File: config.mk
export PLATFORM = sky130hd
export DESIGN_NAME = mem_bus_arbiter
export DESIGN_NICKNAME = d
export VERILOG_FILES = /design/src/rtl/mem_bus_arbiter.sv
export SDC_FILE = /design/constraint.sdc
export NUM_CORES = 1
export LEC_CHECK = 0
export ABC_AREA = 1
export CAP_MARGIN = 15
export CORE_ASPECT_RATIO = 1.1
export CORE_MARGIN = 10
export CORE_UTILIZATION = 30
export CTS_CLUSTER_SIZE = 16
export DETAILED_ROUTE_END_ITERATION = 10
export PLACE_DENSITY = 0.56
export SETUP_SLACK_MARGIN = 0.1
export SLEW_MARGIN = 20
export SYNTH_ARGS = -nofsm -noshare
export SYNTH_HDL_FRONTEND = slang
export SYNTH_SLANG_ARGS = --single-unit
File: constraint.sdc
create_clock -name CLK -period 3.5 [get_ports CLK]
set_input_delay 0.7 -clock CLK [delete_from_list [all_inputs] [get_ports CLK]]
set_output_delay 0.7 -clock CLK [all_outputs]
set_load 0.01 [all_outputs]
File: src/rtl/mem_bus_arbiter.sv
// Shares one main-memory block port between the I-cache (read-only) and D-cache (read/write).
// Non-preemptive round-robin arbitration with one transaction in flight; MEM_* outputs are registered.
//
// state   | meaning
// IDLE    | no transaction in flight; arbitrate pending requests
// GRANT   | strobe asserted to memory; wait for busy to rise and then fall
// RELEASE | one cycle; owner's BUSYWAIT drops so it can take its data
module mem_bus_arbiter #(
  parameter int ADDR_W = 6,
  parameter int DATA_W = 32
) (
  input  logic              CLK,
  input  logic              RESET,
  input  logic              I_READ,
  input  logic [ADDR_W-1:0] I_ADDRESS,
  output logic [DATA_W-1:0] I_READDATA,
  output logic              I_BUSYWAIT,
  input  logic              D_READ,
  input  logic              D_WRITE,
  input  logic [ADDR_W-1:0] D_ADDRESS,
  input  logic [DATA_W-1:0] D_WRITEDATA,
  output logic [DATA_W-1:0] D_READDATA,
  output logic              D_BUSYWAIT,
  output logic              MEM_READ,
  output logic              MEM_WRITE,
  output logic [ADDR_W-1:0] MEM_ADDRESS,
  output logic [DATA_W-1:0] MEM_WRITEDATA,
  input  logic [DATA_W-1:0] MEM_READDATA,
  input  logic              MEM_BUSYWAIT
);

  typedef enum logic [1:0] {
    IDLE    = 2'd0,
    GRANT   = 2'd1,
    RELEASE = 2'd2
  } state_t;

  localparam logic PORT_I = 1'b0;
  localparam logic PORT_D = 1'b1;

  state_t state;
  logic   last;
  logic   seen;
  logic   owner;
  logic   op_write;
  logic   i_req;
  logic   d_req;
  logic   pick;
  logic   pick_write;

  assign i_req = I_READ;
  assign d_req = D_READ | D_WRITE;

  // With both ports pending the one that was not served last wins.
  always_comb begin
    pick = PORT_I;
    if (i_req && d_req) begin
      pick = ~last;
    end else if (d_req) begin
      pick = PORT_D;
    end
  end

  assign pick_write = (pick == PORT_D) & D_WRITE;

  assign I_BUSYWAIT = i_req & ~((state == RELEASE) && (owner == PORT_I));
  assign D_BUSYWAIT = d_req & ~((state == RELEASE) && (owner == PORT_D));

  always_ff @(posedge CLK) begin
    if (RESET) begin
      state         <= IDLE;
      last          <= PORT_I;
      seen          <= 1'b0;
      owner         <= PORT_I;
      op_write      <= 1'b0;
      MEM_READ      <= 1'b0;
      MEM_WRITE     <= 1'b0;
      MEM_ADDRESS   <= '0;
      MEM_WRITEDATA <= '0;
      I_READDATA    <= '0;
      D_READDATA    <= '0;
    end else begin
      case (state)
        IDLE: begin
          if (i_req || d_req) begin
            owner       <= pick;
            op_write    <= pick_write;
            MEM_ADDRESS <= (pick == PORT_D) ? D_ADDRESS : I_ADDRESS;
            if (pick == PORT_D) begin
              MEM_WRITEDATA <= D_WRITEDATA;
            end
            MEM_WRITE   <= pick_write;
            MEM_READ    <= ~pick_write;
            state       <= GRANT;
          end
        end
        GRANT: begin
          // Completion is only trusted after memory has shown busy at least once.
          if (MEM_BUSYWAIT) begin
            seen <= 1'b1;
          end else if (seen) begin
            if (!op_write) begin
              if (owner == PORT_D) begin
                D_READDATA <= MEM_READDATA;
              end else begin
                I_READDATA <= MEM_READDATA;
              end
            end
            MEM_READ  <= 1'b0;
            MEM_WRITE <= 1'b0;
            last      <= owner;
            seen      <= 1'b0;
            state     <= RELEASE;
          end
        end
        RELEASE: begin
          state <= IDLE;
        end
        default: begin
          state <= IDLE;
        end
      endcase
    end
  end

endmodule

Word-level counts from Yosys, hierarchy flattened. Cells that the tools add are included.

Multiply operators: 0. Reduce and logical (&&, ||, !) cells: 13. Magnitude comparators: 0. Shift-type cells: 0. Bitwise operators: 11. Divide/modulo/power cells: 0. Eq/ne operators: 5. Mux-type cells: 14. $add $sub $neg: 0.

Operators by type and width (count): $reduce_and A5 Y1 (2); $reduce_and A3 Y1 (3); $mux W1 (7); $not A1 Y1 (7); $mux W2 (3); $mux W6 (1); $ne A2 B2 Y1 const B (3); $pmux W1 S2 (2); $pmux W2 S2 (1); $reduce_and A4 Y1 (1); $and A1 B1 Y1 (3); $logic_and A1 B1 Y1 (3); $eq A2 B1 Y1 const B (1); $eq A2 B2 Y1 const B (1); $logic_not A2 Y1 (1); $reduce_and A2 Y1 (1); $reduce_bool A2 Y1 (1); $logic_or A1 B1 Y1 (1); $or A1 B1 Y1 (1).

Input port bits: 82. Output and inout bits: 106. Memories kept: 0. Register bits after elaboration: 110. Logic and storage cells: 54. Bits in writable memories: 0. Bits in read-only memories: 0. Latch bits: 0.

Depth between registers and ports, before layout. Gate-level depths: netlist of the first run.

Depth in word-level cells: 7. Gate-level depth with buffers: 8. Mapped depth without buffers: 7.

Worst setup path before layout of the first run. No wires, ideal clock.

Path type: input port to output port. Start: input D_WRITE. End: output D_BUSYWAIT. Arrival time: 0.935 ns. Slack: 1.865 ns. Cell stages on the path: 4. Required time: 2.800 ns. Path through: inv_1 > nand2_1 > o21ai_0 > inv_1.

Longest elaborated chain between the ends: 2.

RTL lines: start: declaration (line 19) `input logic D_WRITE,`; $or A1 B1 Y1 (line 52) `assign d_req = D_READ | D_WRITE;`; $and A1 B1 Y1 (line 67) `assign D_BUSYWAIT = d_req & ~((state == RELEASE) && (owner == PORT_D));`; end: declaration (line 23) `output logic D_BUSYWAIT,`.

No other way between the ends.

Final worst setup path of the first run. Same ends and word-level chain as after synthesis.

==> results of run 1 <==
==> flip-flops by register name (all words and copies together) (netlist names), 2 cells and up <==
signal / cells
MEM_WRITEDATA: 32
D_READDATA: 32
I_READDATA: 32
state: 2
MEM_ADDRESS: 6
==> placed cells by master (no fill, tap or decap), drive strengths merged <==
cell           instances
dfxtp                110
clkbuf                12
clkdlybuf4s50        187
nor2                 155
nand2                139
bufinv                 2
clkinv                 1
nand3                 36
a21oi                 38
clkinvlp               1
buf                    4
o21ai                 36
inv                   57
==> worst paths after layout <==
check / start / end / slack [ns] / depth (start not counted)
worst min-delay path: MEM_WRITEDATA[17]$_SDFFE_PP0P_ / MEM_WRITEDATA[17]$_SDFFE_PP0P_ / 0.46 / 2
worst max register to register: state[0]$_SDFFE_PP0P_ / MEM_WRITEDATA[31]$_SDFFE_PP0P_ / 1.59 / 6
worst max-delay path: D_WRITE / D_BUSYWAIT / 0.78 / 6
worst min register to register: MEM_WRITEDATA[17]$_SDFFE_PP0P_ / MEM_WRITEDATA[17]$_SDFFE_PP0P_ / 0.46 / 2
==> metrics by stage <==
stage	instances	util [%]	hold WS [ns]	instance area, um^2	total power [W]
floorplan	605	-	0.4484	4329	0.001579
global placement	951	44.78	0.4471	6252	0.001820
detailed placement	951	44.78	0.4543	6252	0.001826
CTS	966	47.10	0.4644	6576	0.002952
global route	966	47.11	0.4854	6578	0.003043
finish	966	47.11	0.4596	6578	0.002904
==> kinds of logic after synthesis <==
| kind of cell | share of synthesized area, % |
|---|---|
| AND/OR/NAND/NOR | 30.61 |
| flip-flops | 50.87 |
| buffers and inverters | 9.971 |
| AO/OA/AOI/OAI | 8.555 |
==> tightest hold or removal path, stage by stage (launching register included) <==
cell and delay (ns):
sky130_fd_sc_hd__dfxtp_1 0.31, sky130_fd_sc_hd__nand2_1 0.06, sky130_fd_sc_hd__a21oi_1 0.05
==> power by group <==
part	total [W]	internal, W	switching, W
combinational	0.000451	0.000233	0.000218
clock	0.00111	0.000663	0.000449
sequential	0.00134	0.00131	0.0000324
total	0.00290	0.00221	0.000699
==> metal layers <==
layer	up-vias	wire length, um
met5	-	0
met4	0	138
met3	10	1567
met2	159	6045
met1	1895	6095
li1	2188	-
==> layout make-up <==
| type | instances | area (um^2) |
|---|---|---|
| multi-input combinational | 404 | 1695 |
| tap | 188 | 235.2 |
| inverter | 58 | 219.0 |
| timing repair buffer | 191 | 1902 |
| fill | 1445 | 7386 |
| clock inverter | 3 | 67.56 |
| sequential | 110 | 2202 |
| clock buffer | 12 | 256.5 |
==> results_tabular.tex, run 1 <==
\begin{tabular}{lr}
\hline
Metric & Value \\
\hline
\multicolumn{2}{l}{\textbf{Placed design}} \\
Setup slack at placement & between 0.7 and 0.8 ns \\
Number of port buffers & roughly 190 \\
Weighted congestion at the end of routability-driven global placement & about 0.79 \\
Final HPWL from detailed placement & 10170 um \\
\multicolumn{2}{l}{\textbf{Synthesis}} \\
Distinct cell type count after synthesis & 18 \\
Most used DFF post-synth & sky130\_fd\_sc\_hd\_\_dfxtp\_1 \\
Fraction of synthesis flops using an asynchronous set or reset pin & 0\% \\
Average cell area after synthesis & between 7 and 8 um\^{}2 \\
Leading cell types by total area after synthesis & sky130\_fd\_sc\_hd\_\_dfxtp\_1 51\%, sky130\_fd\_sc\_hd\_\_nor2\_1 13\%, sky130\_fd\_sc\_hd\_\_nand2\_1 12\% \\
Post-synthesis net count & approximately 690 \\
Synth Instances & 605 \\
Warnings, synthesis & 0 \\
Count leader, synth & sky130\_fd\_sc\_hd\_\_nor2\_1 \\
List of most frequent post-synthesis cells & 151 x sky130\_fd\_sc\_hd\_\_nor2\_1, 136 x sky130\_fd\_sc\_hd\_\_nand2\_1, 110 x sky130\_fd\_sc\_hd\_\_dfxtp\_1 \\
Sequential share of the synthesized area & 50.87\% \\
Post-synthesis cell type with the largest combined area & sky130\_fd\_sc\_hd\_\_dfxtp\_1 \\
Post-Syn Area & 0.004329 mm\^{}2 \\
Number of synthesized flops with an enable pin & 0 \\
Area fraction of the dominant cell type after synthesis & 50.87\% \\
Count of state elements after synthesis & 110 \\
\multicolumn{2}{l}{\textbf{Cells and area}} \\
Nets & between 800 and 900 \\
N\_diodes & 0 \\
Synthesis-to-layout area growth & 51.94\% \\
Fraction of final layout cells with drive strength greater than 1 & between 3 and 4\% \\
\multicolumn{2}{l}{\textbf{Route}} \\
Routed len/inst & 14.33 um \\
Initial DRT Pass Iterations & 4 \\
ANT nets after route & 0 \\
Violation count after the first detailed-routing iteration & roughly 160 \\
Drt drc & 0 \\
Via density per instance & roughly 4.4 \\
Vias & 4252 \\
Final Routed Wirelength & $\sim$14000 um \\
\multicolumn{2}{l}{\textbf{Hold path}} \\
Type of the tightest min-delay check & register to register \\
\multicolumn{2}{l}{\textbf{Outcome}} \\
Status & complete, no violations \\
\multicolumn{2}{l}{\textbf{Die}} \\
Die area & 0.01964 mm\^{}2 \\
Initial Util & a little under a third \\
Ports & between 150 and 200 \\
Placement Rows & 45 \\
Vertical extent of the die & approximately 150 um \\
Floorplan Core Area & 0.01396 mm\^{}2 \\
Chip width & 134.5 um \\
\multicolumn{2}{l}{\textbf{CTS}} \\
Number of gates resized after cts & 0 \\
Clock slew at reported path FFs & approximately 0.06 ns \\
Post-CTS setup-driven buffer insertion count & 0 \\
Root cell of the clock tree & sky130\_fd\_sc\_hd\_\_clkbuf\_16 \\
Hold-fix buffers, CTS & 0 \\
CTS HTree Levels & 3 \\
Insertion delay to the later sink of the worst-skew pair & between 0.3 and 0.4 ns \\
Sinks on the clock net & between 100 and 150 \\
Maximum buffer depth of the clock tree & 2 \\
TritonCTS clock tree & yes \\
Number of buffers created by CTS & 9 \\
\multicolumn{2}{l}{\textbf{Global routing}} \\
M3 GR Usage & about 7.2\% \\
Remaining global-route overflow & 0 \\
Via count of the first global-routing pass & between 4000 and 5000 \\
GRT met2 Usage & a little over a fifth \\
Number of antenna violations at the first check in global routing & 0 \\
GRT Total Usage & between 10\% and 20\% \\
Met1 Use GR & between 10\% and 20\% \\
Highest-utilization routing layer at the global route stage & met2 \\
Wire length of the first global-routing pass & approximately 22000 um \\
Pin count of the biggest net entering global routing & 74 \\
\multicolumn{2}{l}{\textbf{Worst setup path}} \\
Crit-path max cell delay & about 0.54 ns \\
Worst setup SP type & input pin \\
Kind of cell with the highest combined delay on the critical path & buffers and inverters \\
WP buf/inv & 4 \\
Arrival time at the worst endpoint & a little over 2 ns \\
Worst setup EP type & output port \\
Required time at the endpoint of the critical path & approximately 2.8 ns \\
Maximum net fanout on the critical path & 3 \\
Cells traversed along the worst timing path & clkdlybuf4s50\_1 -> inv\_1 -> nand2\_1 -> o21ai\_0 -> inv\_1 -> clkdlybuf4s50\_1 \\
Crit path kind & input pin to output port \\
Cell with the largest stage delay on the worst path & sky130\_fd\_sc\_hd\_\_clkdlybuf4s50\_1 \\
\multicolumn{2}{l}{\textbf{STA}} \\
Max-slew headroom at the worst pin & between 30 and 40\% \\
Highest attainable clock frequency & roughly 370 MHz \\
Setup-failing EPs final & 0 \\
Number of pins exceeding their max-slew limit in the final report & 0 \\
Post-route worst setup slack & between 0.7 and 0.8 ns \\
Worst Max-Slew Pin Slew & approximately 0.9 ns \\
Setup repair after global routing missed its margin & no \\
Final worst path period share & between 70\% and 80\% \\
Time the final worst path needs with I/O delays and setup & approximately 2.7 ns \\
Setup Total Neg Slack & 0 ns \\
Final count of hold timing violations & 0 \\
Worst clock skew & 0.008690 ns \\
\multicolumn{2}{l}{\textbf{Power}} \\
Worst IR Drop VDD & approximately 0.28 mV \\
Leakage & 2.698 nW \\
Total power divided by cell area & about 440 mW/mm\^{}2 \\
\multicolumn{2}{l}{\textbf{Flow run}} \\
Count of max-cap constraint violations & 0 \\
\hline
\end{tabular}
Note: power is estimated with default switching activity, not from simulation.
==> inputs of run 2 (changes only) <==
clock period = 2.61 ns   (was 3.5 ns; I/O delays follow)
==> results_tabular.tex, run 2 (synthesized netlist as in run 1, its figures left out) <==
\begin{tabular}{lr}
\hline
Metric & Value \\
\hline
\multicolumn{2}{l}{\textbf{Outcome}} \\
Status & complete, no violations \\
\multicolumn{2}{l}{\textbf{Placed design}} \\
Area of placed instances & roughly 0.0063 mm\^{}2 \\
Final HPWL from detailed placement & $\sim$10000 um \\
Setup slack at placement & roughly 0.26 ns \\
Weighted congestion at the end of routability-driven global placement & roughly 0.8 \\
Number of port buffers & roughly 190 \\
\multicolumn{2}{l}{\textbf{Cells and area}} \\
Commonest cells after routing, fill and taps aside & 187 x sky130\_fd\_sc\_hd\_\_clkdlybuf4s50\_1, 151 x sky130\_fd\_sc\_hd\_\_nor2\_1, 136 x sky130\_fd\_sc\_hd\_\_nand2\_1, 110 x sky130\_fd\_sc\_hd\_\_dfxtp\_1, 54 x sky130\_fd\_sc\_hd\_\_inv\_1 \\
Register area & 0.002202 mm\^{}2 \\
Synthesis-to-layout area growth & 52.43\% \\
Leading registers by flop count & D\_READDATA x32, I\_READDATA x32, MEM\_WRITEDATA x32 \\
Total non-filler cell area in the finished layout & between 0.006 and 0.007 mm\^{}2 \\
N\_diodes & 0 \\
Area of combinational cells with multiple inputs & 0.001695 mm\^{}2 \\
Final core utilization & a little under half \\
Fraction of final layout cells with drive strength greater than 1 & under 10\% \\
Nets & 860 \\
Layout fillers & roughly 1400 \\
Most common cell after layout, fill and taps aside & sky130\_fd\_sc\_hd\_\_clkdlybuf4s50\_1 \\
\multicolumn{2}{l}{\textbf{CTS}} \\
Number of gates resized after cts & 0 \\
Insertion delay to the later sink of the worst-skew pair & between 0.3 and 0.4 ns \\
Root cell of the clock tree & sky130\_fd\_sc\_hd\_\_clkbuf\_16 \\
Maximum buffer depth of the clock tree & 2 \\
TritonCTS clock tree & yes \\
Post-CTS setup-driven buffer insertion count & 0 \\
Clock slew at reported path FFs & $\sim$0.070 ns \\
Hold-fix buffers, CTS & 0 \\
CTS HTree Levels & 3 \\
Sinks on the clock net & 110 \\
Number of buffers created by CTS & 9 \\
\multicolumn{2}{l}{\textbf{Global routing}} \\
Via count of the first global-routing pass & approximately 4200 \\
Remaining global-route overflow & 0 \\
Wire length of the first global-routing pass & about 22000 um \\
Number of antenna violations at the first check in global routing & 0 \\
GRT Total Usage & a little over an eighth \\
GRT met2 Usage & 21.21\% \\
Highest-utilization routing layer at the global route stage & met2 \\
Pin count of the biggest net entering global routing & between 70 and 80 \\
M3 GR Usage & 6.483\% \\
Met1 Use GR & between 10\% and 20\% \\
\multicolumn{2}{l}{\textbf{STA}} \\
Final worst path period share & just over 90\% \\
Setup-failing EPs final & 0 \\
Setup repair after global routing missed its margin & no \\
Max-slew headroom at the worst pin & between 50\% and 60\% \\
Worst clock skew & 0.009664 ns \\
Highest attainable clock frequency & around 420 MHz \\
Final count of hold timing violations & 0 \\
Worst Max-Slew Pin Slew & $\sim$0.6 ns \\
Post-route worst setup slack & between 0.2 and 0.25 ns \\
Number of pins exceeding their max-slew limit in the final report & 0 \\
Final worst hold slack & about 0.46 ns \\
Time the final worst path needs with I/O delays and setup & 2.365 ns \\
Setup Total Neg Slack & 0 ns \\
\multicolumn{2}{l}{\textbf{Die}} \\
Initial Util & between 30 and 40\% \\
Die area & between 0.015 and 0.02 mm\^{}2 \\
Chip width & about 130 um \\
Floorplan Core Area & approximately 0.014 mm\^{}2 \\
Vertical extent of the die & 146.0 um \\
Ports & between 150 and 200 \\
Placement Rows & 45 \\
\multicolumn{2}{l}{\textbf{Power}} \\
Total power divided by cell area & 571.3 mW/mm\^{}2 \\
NetSw & 0.0009495 W \\
Worst IR Drop VDD & $\sim$0.24 mV \\
Internal Dissipation & around 0.0028 W \\
Relative contribution of sequential cells to total power & a little under half \\
Leakage & roughly 2.7 nW \\
Sw Share & 25.19\% \\
Proportion of power drawn by the clock network & a little over a third \\
Logic gate share of total power & between 10\% and 20\% \\
\multicolumn{2}{l}{\textbf{Route}} \\
Violation count after the first detailed-routing iteration & about 150 \\
Via density per instance & about 4.4 \\
Routed len/inst & 14.10 um \\
Final Routed Wirelength & about 14000 um \\
Drt drc & 0 \\
ANT nets after route & 0 \\
Vias & around 4300 \\
Initial DRT Pass Iterations & 4 \\
\multicolumn{2}{l}{\textbf{Flow run}} \\
Count of max-cap constraint violations & 0 \\
\multicolumn{2}{l}{\textbf{Worst setup path}} \\
Required time at the endpoint of the critical path & 2.09 ns \\
Crit path kind & input pin to output port \\
Cell with the largest stage delay on the worst path & sky130\_fd\_sc\_hd\_\_clkdlybuf4s50\_1 \\
Worst setup EP type & output port \\
Kind of cell with the highest combined delay on the critical path & buffers and inverters \\
Crit-path max cell delay & about 0.53 ns \\
Worst setup SP type & input pin \\
Arrival time at the worst endpoint & between 1.5 and 2 ns \\
WP buf/inv & 4 \\
Maximum net fanout on the critical path & 3 \\
Cells traversed along the worst timing path & clkdlybuf4s50\_1 -> inv\_1 -> nand2\_1 -> o21ai\_0 -> inv\_1 -> clkdlybuf4s50\_1 \\
\multicolumn{2}{l}{\textbf{Hold path}} \\
Type of the tightest min-delay check & register to register \\
\hline
\end{tabular}
-- run 2: final cells by class --
| cell class | count | share of cell area [%] |
|---|---|---|
| sequential | 110 | 33.37 |
| timing repair buffer | 195 | 29.65 |
| multi-input combinational | 404 | 25.69 |
| tap | 188 | 3.565 |
| clock buffer | 11 | 3.527 |
| inverter | 58 | 3.299 |
| clock inverter | 5 | 0.8912 |
-- run 2: final timing paths --
| path | startpoint | endpoint | slack (ns) | depth (start not counted) |
|---|---|---|---|---|
| worst min-delay path | MEM_WRITEDATA[25]$_SDFFE_PP0P_ | MEM_WRITEDATA[25]$_SDFFE_PP0P_ | 0.46 | 2 |
| worst max register to register | state[0]$_SDFFE_PP0P_ | I_READDATA[8]$_SDFFE_PP0P_ | 1.12 | 8 |
| worst max-delay path | D_WRITE | D_BUSYWAIT | 0.24 | 6 |
| worst min register to register | MEM_WRITEDATA[25]$_SDFFE_PP0P_ | MEM_WRITEDATA[25]$_SDFFE_PP0P_ | 0.46 | 2 |
-- run 2: power by group through the flow --
stage          Clock [W]  Sequential, W  Combinational (W)
2_1_floorplan          0        0.00187           0.000251
3_3_place_gp           0        0.00183           0.000613
3_5_place_dp           0        0.00184           0.000620
4_1_cts          0.00141        0.00180           0.000623
5_1_grt          0.00148        0.00181           0.000678
6_report         0.00136        0.00180           0.000612
-- run 2: tightest hold or removal path, stage by stage (launching register included) --
cell,delay (ns)
sky130_fd_sc_hd__dfxtp_1,0.31
sky130_fd_sc_hd__nand2_1,0.06
sky130_fd_sc_hd__a21oi_1,0.05
-- run 2: metal layers --
| metal | routed length, um | share of wire (%) |
|---|---|---|
| met5 | 0 | 0 |
| met3 | 1396 | 10 |
| met4 | 191 | 1.4 |
| met1 | 6022 | 44 |
| met2 | 6078 | 44 |
-- run 2: through the flow --
step,std cells,power (W)
after global placement,955,0.002447
after global routing,971,0.003962
after floorplan,605,0.002117
after CTS,971,0.003830
after detailed placement,955,0.002456
final,971,0.003770
==> inputs of run 3 (changes only) <==
ABC_AREA = default   (was 1)
CORE_UTILIZATION = 43   (was 30)
PLACE_DENSITY = 0.77   (was 0.56)
==> results_tabular.tex, run 3 <==
\begin{tabular}{lr}
\hline
Metric & Value \\
\hline
\multicolumn{2}{l}{\textbf{Outcome}} \\
Status & complete, no violations \\
\multicolumn{2}{l}{\textbf{CTS}} \\
Insertion delay to the later sink of the worst-skew pair & approximately 0.34 ns \\
Number of buffers created by CTS & 9 \\
Clock slew at reported path FFs & 0.07 ns \\
Post-CTS setup-driven buffer insertion count & 0 \\
Maximum buffer depth of the clock tree & 2 \\
Root cell of the clock tree & sky130\_fd\_sc\_hd\_\_clkbuf\_16 \\
CTS HTree Levels & 3 \\
Number of gates resized after cts & 0 \\
Hold-fix buffers, CTS & 0 \\
Sinks on the clock net & 110 \\
TritonCTS clock tree & yes \\
\multicolumn{2}{l}{\textbf{Synthesis}} \\
Leading cell types by total area after synthesis & sky130\_fd\_sc\_hd\_\_dfxtp\_1 49\%, sky130\_fd\_sc\_hd\_\_mux2i\_1 14\%, sky130\_fd\_sc\_hd\_\_nand2b\_1 13\% \\
Post-synthesis cell type with the largest combined area & sky130\_fd\_sc\_hd\_\_dfxtp\_1 \\
Warnings, synthesis & 0 \\
Synth Instances & $\sim$470 \\
Post-Syn Area & 0.004504 mm\^{}2 \\
Sequential share of the synthesized area & 48.89\% \\
Distinct cell type count after synthesis & 31 \\
List of most frequent post-synthesis cells & 110 x sky130\_fd\_sc\_hd\_\_dfxtp\_1, 96 x sky130\_fd\_sc\_hd\_\_nand2b\_1, 64 x sky130\_fd\_sc\_hd\_\_mux2i\_1 \\
Count leader, synth & sky130\_fd\_sc\_hd\_\_dfxtp\_1 \\
Count of state elements after synthesis & 110 \\
Fraction of synthesis flops using an asynchronous set or reset pin & 0\% \\
Post-synthesis net count & roughly 550 \\
Average cell area after synthesis & roughly 9.5 um\^{}2 \\
Area fraction of the dominant cell type after synthesis & between 40\% and 50\% \\
Number of synthesized flops with an enable pin & 0 \\
Most used DFF post-synth & sky130\_fd\_sc\_hd\_\_dfxtp\_1 \\
\multicolumn{2}{l}{\textbf{Global routing}} \\
Pin count of the biggest net entering global routing & 70 \\
Number of antenna violations at the first check in global routing & 0 \\
Wire length of the first global-routing pass & 22010 um \\
Remaining global-route overflow & 0 \\
GRT Total Usage & between 10\% and 20\% \\
Via count of the first global-routing pass & about 4300 \\
\multicolumn{2}{l}{\textbf{STA}} \\
Max-slew headroom at the worst pin & approximately three fifths \\
Worst Max-Slew Pin Slew & 0.5834 ns \\
Highest attainable clock frequency & between 400 and 500 MHz \\
Worst clock skew & 0.006398 ns \\
Setup-failing EPs final & 0 \\
Final count of hold timing violations & 0 \\
Setup Total Neg Slack & 0 ns \\
Final worst path period share & 92.09\% \\
Number of pins exceeding their max-slew limit in the final report & 0 \\
Setup repair after global routing missed its margin & no \\
Time the final worst path needs with I/O delays and setup & 2.404 ns \\
\multicolumn{2}{l}{\textbf{Cells and area}} \\
Fraction of final layout cells with drive strength greater than 1 & roughly 5.3\% \\
Nets & 724 \\
Leading registers by flop count & D\_READDATA x32, I\_READDATA x32, MEM\_WRITEDATA x32 \\
Most common cell after layout, fill and taps aside & sky130\_fd\_sc\_hd\_\_clkdlybuf4s50\_1 \\
Synthesis-to-layout area growth & 51.25\% \\
Layout fillers & 863 \\
Commonest cells after routing, fill and taps aside & 186 x sky130\_fd\_sc\_hd\_\_clkdlybuf4s50\_1, 110 x sky130\_fd\_sc\_hd\_\_dfxtp\_1, 96 x sky130\_fd\_sc\_hd\_\_nand2b\_1, 64 x sky130\_fd\_sc\_hd\_\_mux2i\_1, 45 x sky130\_fd\_sc\_hd\_\_a21oi\_1 \\
Final std cells w/o fill & a little under 800 \\
N\_diodes & 0 \\
\multicolumn{2}{l}{\textbf{Die}} \\
Initial Util & between 40\% and 50\% \\
Ports & around 190 \\
Placement Rows & 39 \\
Floorplan Core Area & 0.01030 mm\^{}2 \\
Die area & 0.01497 mm\^{}2 \\
Chip width & between 100 and 150 um \\
Vertical extent of the die & about 130 um \\
\multicolumn{2}{l}{\textbf{Route}} \\
Via density per instance & between 5 and 6 \\
Final Routed Wirelength & roughly 14000 um \\
ANT nets after route & 0 \\
Drt drc & 0 \\
Vias & 3997 \\
Routed len/inst & approximately 17 um \\
Initial DRT Pass Iterations & 4 \\
Violation count after the first detailed-routing iteration & around 200 \\
\multicolumn{2}{l}{\textbf{Worst setup path}} \\
Crit Reg-Reg Startpoint & state[1]\$\_SDFFE\_PP0P\_ \\
Worst setup EP type & output port \\
Arrival time at the worst endpoint & $\sim$1.9 ns \\
Crit path kind & input pin to output port \\
Depth of the most critical reg-to-reg path & 3 \\
Required time at the endpoint of the critical path & 2.09 ns \\
Reg2reg setup slack & 1.01 ns \\
Endpoint of the worst setup timing path & D\_BUSYWAIT \\
Worst setup SP type & input pin \\
Worst setup path start & D\_READ \\
Maximum net fanout on the critical path & 5 \\
Worst reg2reg path endpoint & D\_READDATA[17]\$\_SDFFE\_PP0P\_ \\
\multicolumn{2}{l}{\textbf{Power}} \\
NetSw & slightly below 0.0009 W \\
Sw Share & a little under a quarter \\
Leakage & roughly 2.6 nW \\
Total design power & roughly 0.0038 W \\
Total power divided by cell area & approximately 560 mW/mm\^{}2 \\
Logic gate share of total power & around 14\% \\
Proportion of power drawn by the clock network & 39.1\% \\
Worst IR Drop VDD & 0.3164 mV \\
Internal Dissipation & roughly 0.003 W \\
Relative contribution of sequential cells to total power & $\sim$47\% \\
\multicolumn{2}{l}{\textbf{Placed design}} \\
Number of cells after detailed placement & 774 \\
Number of port buffers & around 190 \\
Weighted congestion at the end of routability-driven global placement & between 0.7 and 0.8 \\
Final HPWL from detailed placement & 10120 um \\
\multicolumn{2}{l}{\textbf{Hold path}} \\
Type of the tightest min-delay check & register to register \\
Worst Hold Depth & 2 \\
\multicolumn{2}{l}{\textbf{Flow run}} \\
Count of max-cap constraint violations & 0 \\
\hline
\end{tabular}
[run 3: changes by cell type in the layout (fill, tap and decap cells not counted), moves of 4 or more]
cell and change:
sky130_fd_sc_hd__buf_4 +4, sky130_fd_sc_hd__nand2_1 -118, sky130_fd_sc_hd__inv_2 -4, sky130_fd_sc_hd__nor2_1 -148
sky130_fd_sc_hd__mux2i_1 +64, sky130_fd_sc_hd__a311oi_1 +6, sky130_fd_sc_hd__nand2b_1 +96, sky130_fd_sc_hd__inv_1 -51
sky130_fd_sc_hd__a21oi_1 +7
[run 3: worst min-delay path by stage]
stage | startpoint | to | slack [ns]
after floorplan | last$_SDFFE_PP0P_ | last$_SDFFE_PP0P_ | 0.46
after global placement | I_READDATA[30]$_SDFFE_PP0P_ | I_READDATA[30]$_SDFFE_PP0P_ | 0.46
after detailed placement | I_READDATA[18]$_SDFFE_PP0P_ | I_READDATA[18]$_SDFFE_PP0P_ | 0.46
after CTS | MEM_WRITEDATA[10]$_SDFFE_PP0P_ | MEM_WRITEDATA[10]$_SDFFE_PP0P_ | 0.48
after global routing | I_READDATA[17]$_SDFFE_PP0P_ | I_READDATA[17]$_SDFFE_PP0P_ | 0.50
final | I_READDATA[28]$_SDFFE_PP0P_ | I_READDATA[28]$_SDFFE_PP0P_ | 0.48
[run 3: power by group through the flow]
| stage | Combinational [W] | Clock [W] | Sequential [W] |
|---|---|---|---|
| finish | 0.000537 | 0.00149 | 0.00178 |
| global route | 0.000584 | 0.00158 | 0.00179 |
| CTS | 0.000542 | 0.00151 | 0.00178 |
| detailed placement | 0.000538 | 0 | 0.00182 |
| global placement | 0.000532 | 0 | 0.00181 |
| floorplan | 0.000207 | 0 | 0.00184 |
[run 3: worst max-delay path, cell delays in order]
cell and delay, ns:
sky130_fd_sc_hd__clkdlybuf4s50_1 0.57, sky130_fd_sc_hd__nor2_1 0.08, sky130_fd_sc_hd__a31oi_1 0.14, sky130_fd_sc_hd__clkdlybuf4s50_1 0.57
[run 3: cell type report]
class	instances	area (um^2)	area share (%)
flip-flops and latches	110	2202	32.32
clock buffers	12	256.5	3.765
well taps	143	178.9	2.626
clock inverters	3	67.56	0.9917
repair buffers	198	1977	29.02
inverters	3	11.26	0.1653
multi-input cells	320	2120	31.11
[run 3: cell families after synthesis]
family	Yosys count	share of synthesized area [%]
mux	64	14.22
buf+inv	42	4.500
simple gates	162	20.97
compound gates	94	11.42
flops	110	48.89
[run 3: layer usage]
| layer | global-route usage, % | share of wire, % | vias up |
|---|---|---|---|
| met5 | 0 | 0 | - |
| met4 | 6.332 | 1.4 | 0 |
| met3 | 8.678 | 12 | 14 |
| met2 | 28.41 | 46 | 163 |
| met1 | 19.83 | 41 | 1874 |
| li1 | - | - | 1946 |
[run 3: through the flow]
| step | hold slack (ns) | utilization [%] | area, um^2 | setup WS (ns) |
|---|---|---|---|---|
| after floorplan | 0.4635 | - | 4504 | 1.057 |
| after global placement | 0.4581 | 63.02 | 6489 | 0.2368 |
| after detailed placement | 0.4649 | 63.02 | 6489 | 0.2102 |
| after CTS | 0.4769 | 66.17 | 6813 | 0.2099 |
| after global routing | 0.5002 | 66.17 | 6813 | 0.1523 |
| final | 0.4752 | 66.17 | 6813 | 0.2064 |
